==> config.mk <==
export PLATFORM = sky130hd
export DESIGN_NAME = ro_entropy_reader
export DESIGN_NICKNAME = d
export VERILOG_FILES = /design/src/rtl/ro_entropy_reader_pkg.sv /design/src/rtl/ro_entropy_reader_fifo.sv /design/src/rtl/ro_entropy_reader.sv
export SDC_FILE = /design/constraint.sdc
export NUM_CORES = 1
export LEC_CHECK = 0
export CAP_MARGIN = 20
export CORE_ASPECT_RATIO = 1.75
export CORE_UTILIZATION = 32
export DETAILED_ROUTE_END_ITERATION = 8
export PLACE_DENSITY = 0.51
export SLEW_MARGIN = 10
export SYNTH_ARGS = -nofsm -noshare
export SYNTH_HDL_FRONTEND = slang
export SYNTH_SLANG_ARGS = --single-unit
export TNS_END_PERCENT = 20
==> constraint.sdc <==
create_clock -name clk -period 3 [get_ports clk]
set_input_delay 0.6 -clock clk [delete_from_list [all_inputs] [get_ports clk]]
set_output_delay 0.6 -clock clk [all_outputs]
set_load 0.02 [all_outputs]
==> src/rtl/ro_entropy_reader_pkg.sv <==
// Shared types and default constants for the ring-oscillator entropy reader.
package ro_pkg;

  // Von Neumann pair tracker: nothing held, or the first bit of a pair held.
  typedef enum logic {
    PAIR_EMPTY = 1'b0,
    PAIR_HALF  = 1'b1
  } pair_state_t;

  localparam int RO_FIFO_DEPTH_DEF = 4;
  localparam int RO_RCT_CUTOFF_DEF = 32;

endpackage

==> src/rtl/ro_entropy_reader_fifo.sv <==
// Byte FIFO: circular buffer with wrap-around pointers and a level counter.
// A push into a full FIFO is accepted only when a pop happens the same cycle.
module ro_byte_fifo #(
  parameter  int DEPTH = 4,
  localparam int AW    = $clog2(DEPTH),
  localparam int LW    = AW + 1
) (
  input  logic          clk,
  input  logic          rst_n,
  input  logic          push_i,
  input  logic [7:0]    data_i,
  input  logic          pop_i,
  output logic [7:0]    data_o,
  output logic [LW-1:0] level_o,
  output logic          full_o,
  output logic          empty_o
);

  logic [7:0]    mem_q [DEPTH];
  logic [AW-1:0] wr_ptr_q;
  logic [AW-1:0] rd_ptr_q;
  logic [LW-1:0] level_q;
  logic          push_ok;
  logic          pop_ok;

  assign empty_o = (level_q == '0);
  assign full_o  = (level_q == LW'(DEPTH));
  assign pop_ok  = pop_i && !empty_o;
  assign push_ok = push_i && (!full_o || pop_ok);
  assign level_o = level_q;
  assign data_o  = empty_o ? 8'h00 : mem_q[rd_ptr_q];

  // Storage write; contents need no reset because the level gates visibility.
  always_ff @(posedge clk) begin
    if (push_ok) begin
      mem_q[wr_ptr_q] <= data_i;
    end
  end

  // Pointer and level bookkeeping; pointers wrap naturally (power-of-two depth).
  always_ff @(posedge clk or negedge rst_n) begin
    if (!rst_n) begin
      wr_ptr_q <= '0;
      rd_ptr_q <= '0;
      level_q  <= '0;
    end else begin
      if (push_ok) wr_ptr_q <= wr_ptr_q + AW'(1);
      if (pop_ok)  rd_ptr_q <= rd_ptr_q + AW'(1);
      case ({push_ok, pop_ok})
        2'b10:   level_q <= level_q + LW'(1);
        2'b01:   level_q <= level_q - LW'(1);
        default: level_q <= level_q;
      endcase
    end
  end

endmodule

==> src/rtl/ro_entropy_reader.sv <==
// Entropy reader: repetition-count health test, optional von Neumann
// debiaser (compiled in when RO_READER_VN_EN is defined), byte packer and
// byte FIFO behind a valid/ready output.
module ro_entropy_reader
  import ro_pkg::*;
#(
  parameter int FIFO_DEPTH = RO_FIFO_DEPTH_DEF,
  parameter int RCT_CUTOFF = RO_RCT_CUTOFF_DEF
) (
  input  logic                          clk,
  input  logic                          rst_n,
  input  logic                          enable,
  input  logic                          bit_in,
  input  logic                          bit_valid,
  input  logic                          health_clr,
  output logic [7:0]                    byte_out,
  output logic                          byte_valid,
  input  logic                          byte_ready,
  output logic [$clog2(FIFO_DEPTH):0]   fifo_level,
  output logic                          overflow,
  output logic                          health_fail
);

  logic [7:0] run_q, run_d, run_inc;
  logic       prev_q, prev_d;
  logic       fail_q, fail_d;
  logic       ovf_q, ovf_d;
  logic [2:0] cnt_q, cnt_d;
  logic [6:0] shift_q, shift_d;
`ifdef RO_READER_VN_EN
  pair_state_t pair_q, pair_d;
  logic        pbit_q, pbit_d;
`endif

  logic       accept;
  logic       pack_vld;
  logic       pack_bit;
  logic       push;
  logic [7:0] push_data;
  logic       pop;
  logic       fifo_full;
  logic       fifo_empty;

  assign accept      = enable && bit_valid && !fail_q && !health_clr;
  assign pop         = byte_ready && !fifo_empty;
  assign byte_valid  = !fifo_empty;
  assign overflow    = ovf_q;
  assign health_fail = fail_q;
  assign run_inc     = (run_q != 8'd0 && bit_in == prev_q) ? run_q + 8'd1 : 8'd1;
  assign push_data   = {shift_q, pack_bit};

  // Next-state: clear, RCT update, debias, pack and overflow detection.
  always_comb begin
    run_d    = run_q;
    prev_d   = prev_q;
    fail_d   = fail_q;
    ovf_d    = ovf_q;
    cnt_d    = cnt_q;
    shift_d  = shift_q;
`ifdef RO_READER_VN_EN
    pair_d   = pair_q;
    pbit_d   = pbit_q;
`endif
    pack_vld = 1'b0;
    pack_bit = bit_in;
    push     = 1'b0;

    if (health_clr) begin
      run_d   = 8'd0;
      fail_d  = 1'b0;
      ovf_d   = 1'b0;
      cnt_d   = 3'd0;
      shift_d = 7'd0;
`ifdef RO_READER_VN_EN
      pair_d  = PAIR_EMPTY;
`endif
    end else if (accept) begin
      run_d  = run_inc;
      prev_d = bit_in;
      if (run_inc == 8'(RCT_CUTOFF)) begin
        // Tripping bit is discarded and all partial state is flushed.
        fail_d  = 1'b1;
        cnt_d   = 3'd0;
        shift_d = 7'd0;
`ifdef RO_READER_VN_EN
        pair_d  = PAIR_EMPTY;
`endif
      end else begin
`ifdef RO_READER_VN_EN
        if (pair_q == PAIR_EMPTY) begin
          pair_d = PAIR_HALF;
          pbit_d = bit_in;
        end else begin
          // 01 -> 0, 10 -> 1: the output is the first bit of an unequal pair.
          pair_d   = PAIR_EMPTY;
          pack_vld = (pbit_q != bit_in);
          pack_bit = pbit_q;
        end
`else
        pack_vld = 1'b1;
`endif
      end
    end

    if (pack_vld) begin
      shift_d = {shift_q[5:0], pack_bit};
      if (cnt_q == 3'd7) begin
        push  = 1'b1;
        cnt_d = 3'd0;
      end else begin
        cnt_d = cnt_q + 3'd1;
      end
    end

    if (push && fifo_full && !pop) begin
      ovf_d = 1'b1;
    end
  end

  // State registers for the health test, packer and debiaser.
  always_ff @(posedge clk or negedge rst_n) begin
    if (!rst_n) begin
      run_q   <= 8'd0;
      prev_q  <= 1'b0;
      fail_q  <= 1'b0;
      ovf_q   <= 1'b0;
      cnt_q   <= 3'd0;
      shift_q <= 7'd0;
`ifdef RO_READER_VN_EN
      pair_q  <= PAIR_EMPTY;
      pbit_q  <= 1'b0;
`endif
    end else begin
      run_q   <= run_d;
      prev_q  <= prev_d;
      fail_q  <= fail_d;
      ovf_q   <= ovf_d;
      cnt_q   <= cnt_d;
      shift_q <= shift_d;
`ifdef RO_READER_VN_EN
      pair_q  <= pair_d;
      pbit_q  <= pbit_d;
`endif
    end
  end

  ro_byte_fifo #(
    .DEPTH(FIFO_DEPTH)
  ) u_fifo (
    .clk    (clk),
    .rst_n  (rst_n),
    .push_i (push),
    .data_i (push_data),
    .pop_i  (pop),
    .data_o (byte_out),
    .level_o(fifo_level),
    .full_o (fifo_full),
    .empty_o(fifo_empty)
  );

endmodule

==> flow_summary.json <==
{
  "dp_cells": 334,
  "setup_viol": 0,
  "wl_per_cell_um": 15.1,
  "vias": 1658,
  "drt_iter0_drc": 96,
  "hold_class": "reg -> reg",
  "reg2reg_slack_ps": 300,
  "clk_latency_ps": 320,
  "path_clk_slew_ps": 50,
  "synthTopCellsByArea": "edfxtp_1, dfrtp_1, mux4_2, ha_1, a22o_1",
  "dpl.hpwl_um": 3650,
  "grt_antenna_before_repair": 0,
  "cp_slowest_stage_delay_ps": 420,
  "final.setup_skew_ps": 3.57,
  "fp.dieW_um": 72.6,
  "cts_sinks": 60,
  "synth_ff_type": "edfxtp_1",
  "synth_xor_area_share_pct": 2.20,
  "muxShareOfSynthArea_pct": 7.76,
  "required_ps": 3250,
  "cp_max_fo": 7,
  "pwr_density_cell_nw_per_um2": 790,
  "fin_crit_sh_pct": 89.9,
  "critPathCaptureType": "flop",
  "ant_nets": 0,
  "drt_wl_total_um": 5300,
  "cp_cell_sequence": "ha_2, a21boi_0, a21oi_1, o31ai_1, buf_4, a31oi_4, inv_1, ha_1, inv_1, fa_1, xor2_1, nor2_1, xor2_1",
  "row_count": 44,
  "seq_area_um2": 1660,
  "p_leak_nw": 1.33,
  "tightestPinTransition_ps": 817,
  "cts_setup_buffers": 0,
  "cp.arrival_ps": 2950,
  "synth_top_area_share_pct": 34.5,
  "synth_top_cell_by_area": "edfxtp_1",
  "place_congestion": 0.805,
  "whs_ps": 498,
  "syn_to_final_growth_pct": 23.9,
  "clk_path_buf_depth": 2,
  "via_per_inst": 4.74,
  "dr.pass1.iters": 4,
  "power.total_mw": 2.73,
  "grt_overflow_total": 0,
  "rsz0062_at_grt": "no",
  "cts_hold_buf": 0,
  "critPathLaunchType": "flop",
  "multiInputGateArea_um2": 1010,
  "syn-instance-count": 199,
  "filler_cell_count": 826,
  "cap_violations": 0,
  "num_io_pins": 21,
  "synthAdderAreaFrac_pct": 4.76,
  "synthesis.nets": 216,
  "die-area_um2": 9110,
  "die_y_um": 126,
  "track_usage_pct": 13.5,
  "slew_headroom_pct": 45.3,
  "synth_area_per_cell_um2": 14.0,
  "numCtsBuffers": 9,
  "max_freq_mhz": 371,
  "port_buffers": 20,
  "coreArea_um2": 8370,
  "finalNonFillerCells": 350,
  "min_period_ps": 2700,
  "ir_drop_v": 0.000361,
  "synth-simple-area-share_pct": 10.9,
  "cts_tree": "built",
  "antenna_cells": 0,
  "ys_ff_latch": 60,
  "status": "completed",
  "clockRootBuffer": "clkbuf_16",
  "hold_viol": 0,
  "ys_async_sr_fraction_pct": 46.7,
  "grt_start_max_net_pins": 29,
  "first_global_vias": 1754,
  "synth.distinct_cells": 42,
  "synth_seq_area_share_pct": 59.6,
  "fin_util_pct": 41.3,
  "initial_utilization_pct": 33.3,
  "synth-compound-area-share_pct": 10.5,
  "netlist_area_um2": 2790,
  "synth_warnings": 0,
  "drc": 0,
  "drive_gt1_share_pct": 20.9,
  "h-tree-depth": 3,
  "grt_pass1_wl_um": 8900,
  "slew_violations": 0,
  "crit_type": "reg -> reg",
  "final_nets": 247,
  "synth_top_family_by_area": "simple AND/OR/NAND/NOR gates",
  "synth-edff-count": 32,
  "cp_slowest_cell": "dfrtp_1"
}
==> cells in the mapped netlist, types with 5 or more instances <==
| library cell | n |
|---|---|
| a21oi_1 | 5 |
| and2_1 | 11 |
| o21ai_0 | 10 |
| edfxtp_1 | 32 |
| mux4_2 | 8 |
| dfrtp_1 | 28 |
| o31ai_1 | 5 |
| a22o_1 | 12 |
| inv_1 | 12 |
| ha_1 | 9 |
| nand3_1 | 8 |
| nor2_1 | 8 |
==> stage by stage <==
step | instance area (µm²) | setup WS, ps | setup TNS (ps)
final | 3460 | 303 | 0
after global routing | 3460 | 45.7 | 0
after CTS | 3450 | 175 | 0
after detailed placement | 3130 | -25.0 | -25.0
after global placement | 3130 | 1.97 | 0
after floorplan | 2790 | 323 | 0
==> repair_timing <==
| action | 4_1_cts | 5_1_grt |
|---|---|---|
| hold endpoints to repair | 0 | 0 |
| resized for setup | 0 | 2 |
| setup endpoints to repair | 0 | 1 |
==> final cells by class <==
type | count | share of cell area [%]
Clock inverter | 5 | 2.21
Tap cell | 115 | 4.16
Sequential cell | 60 | 48.1
Multi-Input combinational cell | 117 | 29.2
Inverter | 12 | 1.30
Clock buffer | 11 | 7.02
Timing Repair Buffer | 30 | 7.97
==> cells in the final DEF, fill, tap and decap left out, types with 2 or more instances in the layout <==
cell type	instances
nand2_1	3
mux4_2	8
xnor2_1	4
a22o_1	12
ha_1	8
clkdlybuf4s50_1	20
xor2_1	3
o31ai_1	5
dfrtp_1	27
clkbuf_16	9
and2_1	11
nand4_1	4
inv_1	12
buf_4	10
nor2b_1	2
and3_2	2
and2_2	4
nand3_1	8
bufinv_16	2
o21ai_0	10
nor2_1	8
a21oi_1	5
edfxtp_1	32
==> kinds of logic after synthesis <==
group	Yosys count
compound gates	39
xor+xnor	7
fa+ha+maj	10
buf+inv	22
flops	60
mux	11
simple gates	50
==> power breakdown <==
| part | internal, mW | total (mW) | switching (mW) |
|---|---|---|---|
| sequential | 0.914 | 0.976 | 0.0616 |
| combinational | 0.355 | 0.659 | 0.304 |
| clock | 0.744 | 1.10 | 0.351 |
==> metal layers <==
metal | track usage [%] | vias to the layer above | routed length, µm
li1 | - | 800 | -
met1 | 15.3 | 825 | 2110
met2 | 22.4 | 27 | 2920
met3 | 3.55 | 6 | 169
met4 | 7.96 | 0 | 101
met5 | 0 | - | 0
==> worst paths after layout <==
| path | startpoint | end | depth (start not counted) |
|---|---|---|---|
| hold / removal | u_fifo.level_o[2]$_DFFE_PN0P_ | u_fifo.level_o[2]$_DFFE_PN0P_ | 1 |
| min in group asynchronous | rst_n | cnt_q[0]$_DFFE_PN0P_ | 2 |
| setup / recovery | run_q[1]$_DFFE_PN0P_ | u_fifo.level_o[2]$_DFFE_PN0P_ | 13 |
| max in group asynchronous | rst_n | run_q[0]$_DFFE_PN0P_ | 2 |
| hold reg to reg | u_fifo.level_o[2]$_DFFE_PN0P_ | u_fifo.level_o[2]$_DFFE_PN0P_ | 1 |
| setup reg to reg | run_q[1]$_DFFE_PN0P_ | u_fifo.level_o[2]$_DFFE_PN0P_ | 13 |
==> critical path, delay by kind of cell (launching register included) <==
| family | cells | cell delay, ps |
|---|---|---|
| AO/OA/AOI/OAI | 4 | 700 |
| XOR/XNOR | 2 | 300 |
| adder cells (fa/ha/maj) | 3 | 800 |
| buffers and inverters | 3 | 290 |
| flip-flops | 1 | 420 |
| AND/OR/NAND/NOR | 1 | 110 |
==> flip-flops by register name, summed over array words and instances (netlist names), 2 cells and up <==
name,cells
shift_q,7
u_fifo.rd_ptr_q,2
u_fifo.wr_ptr_q,2
cnt_q,3
run_q,8
u_fifo.mem_q,32
u_fifo.level_o,3
Note: power is estimated with default switching activity, not from simulation.
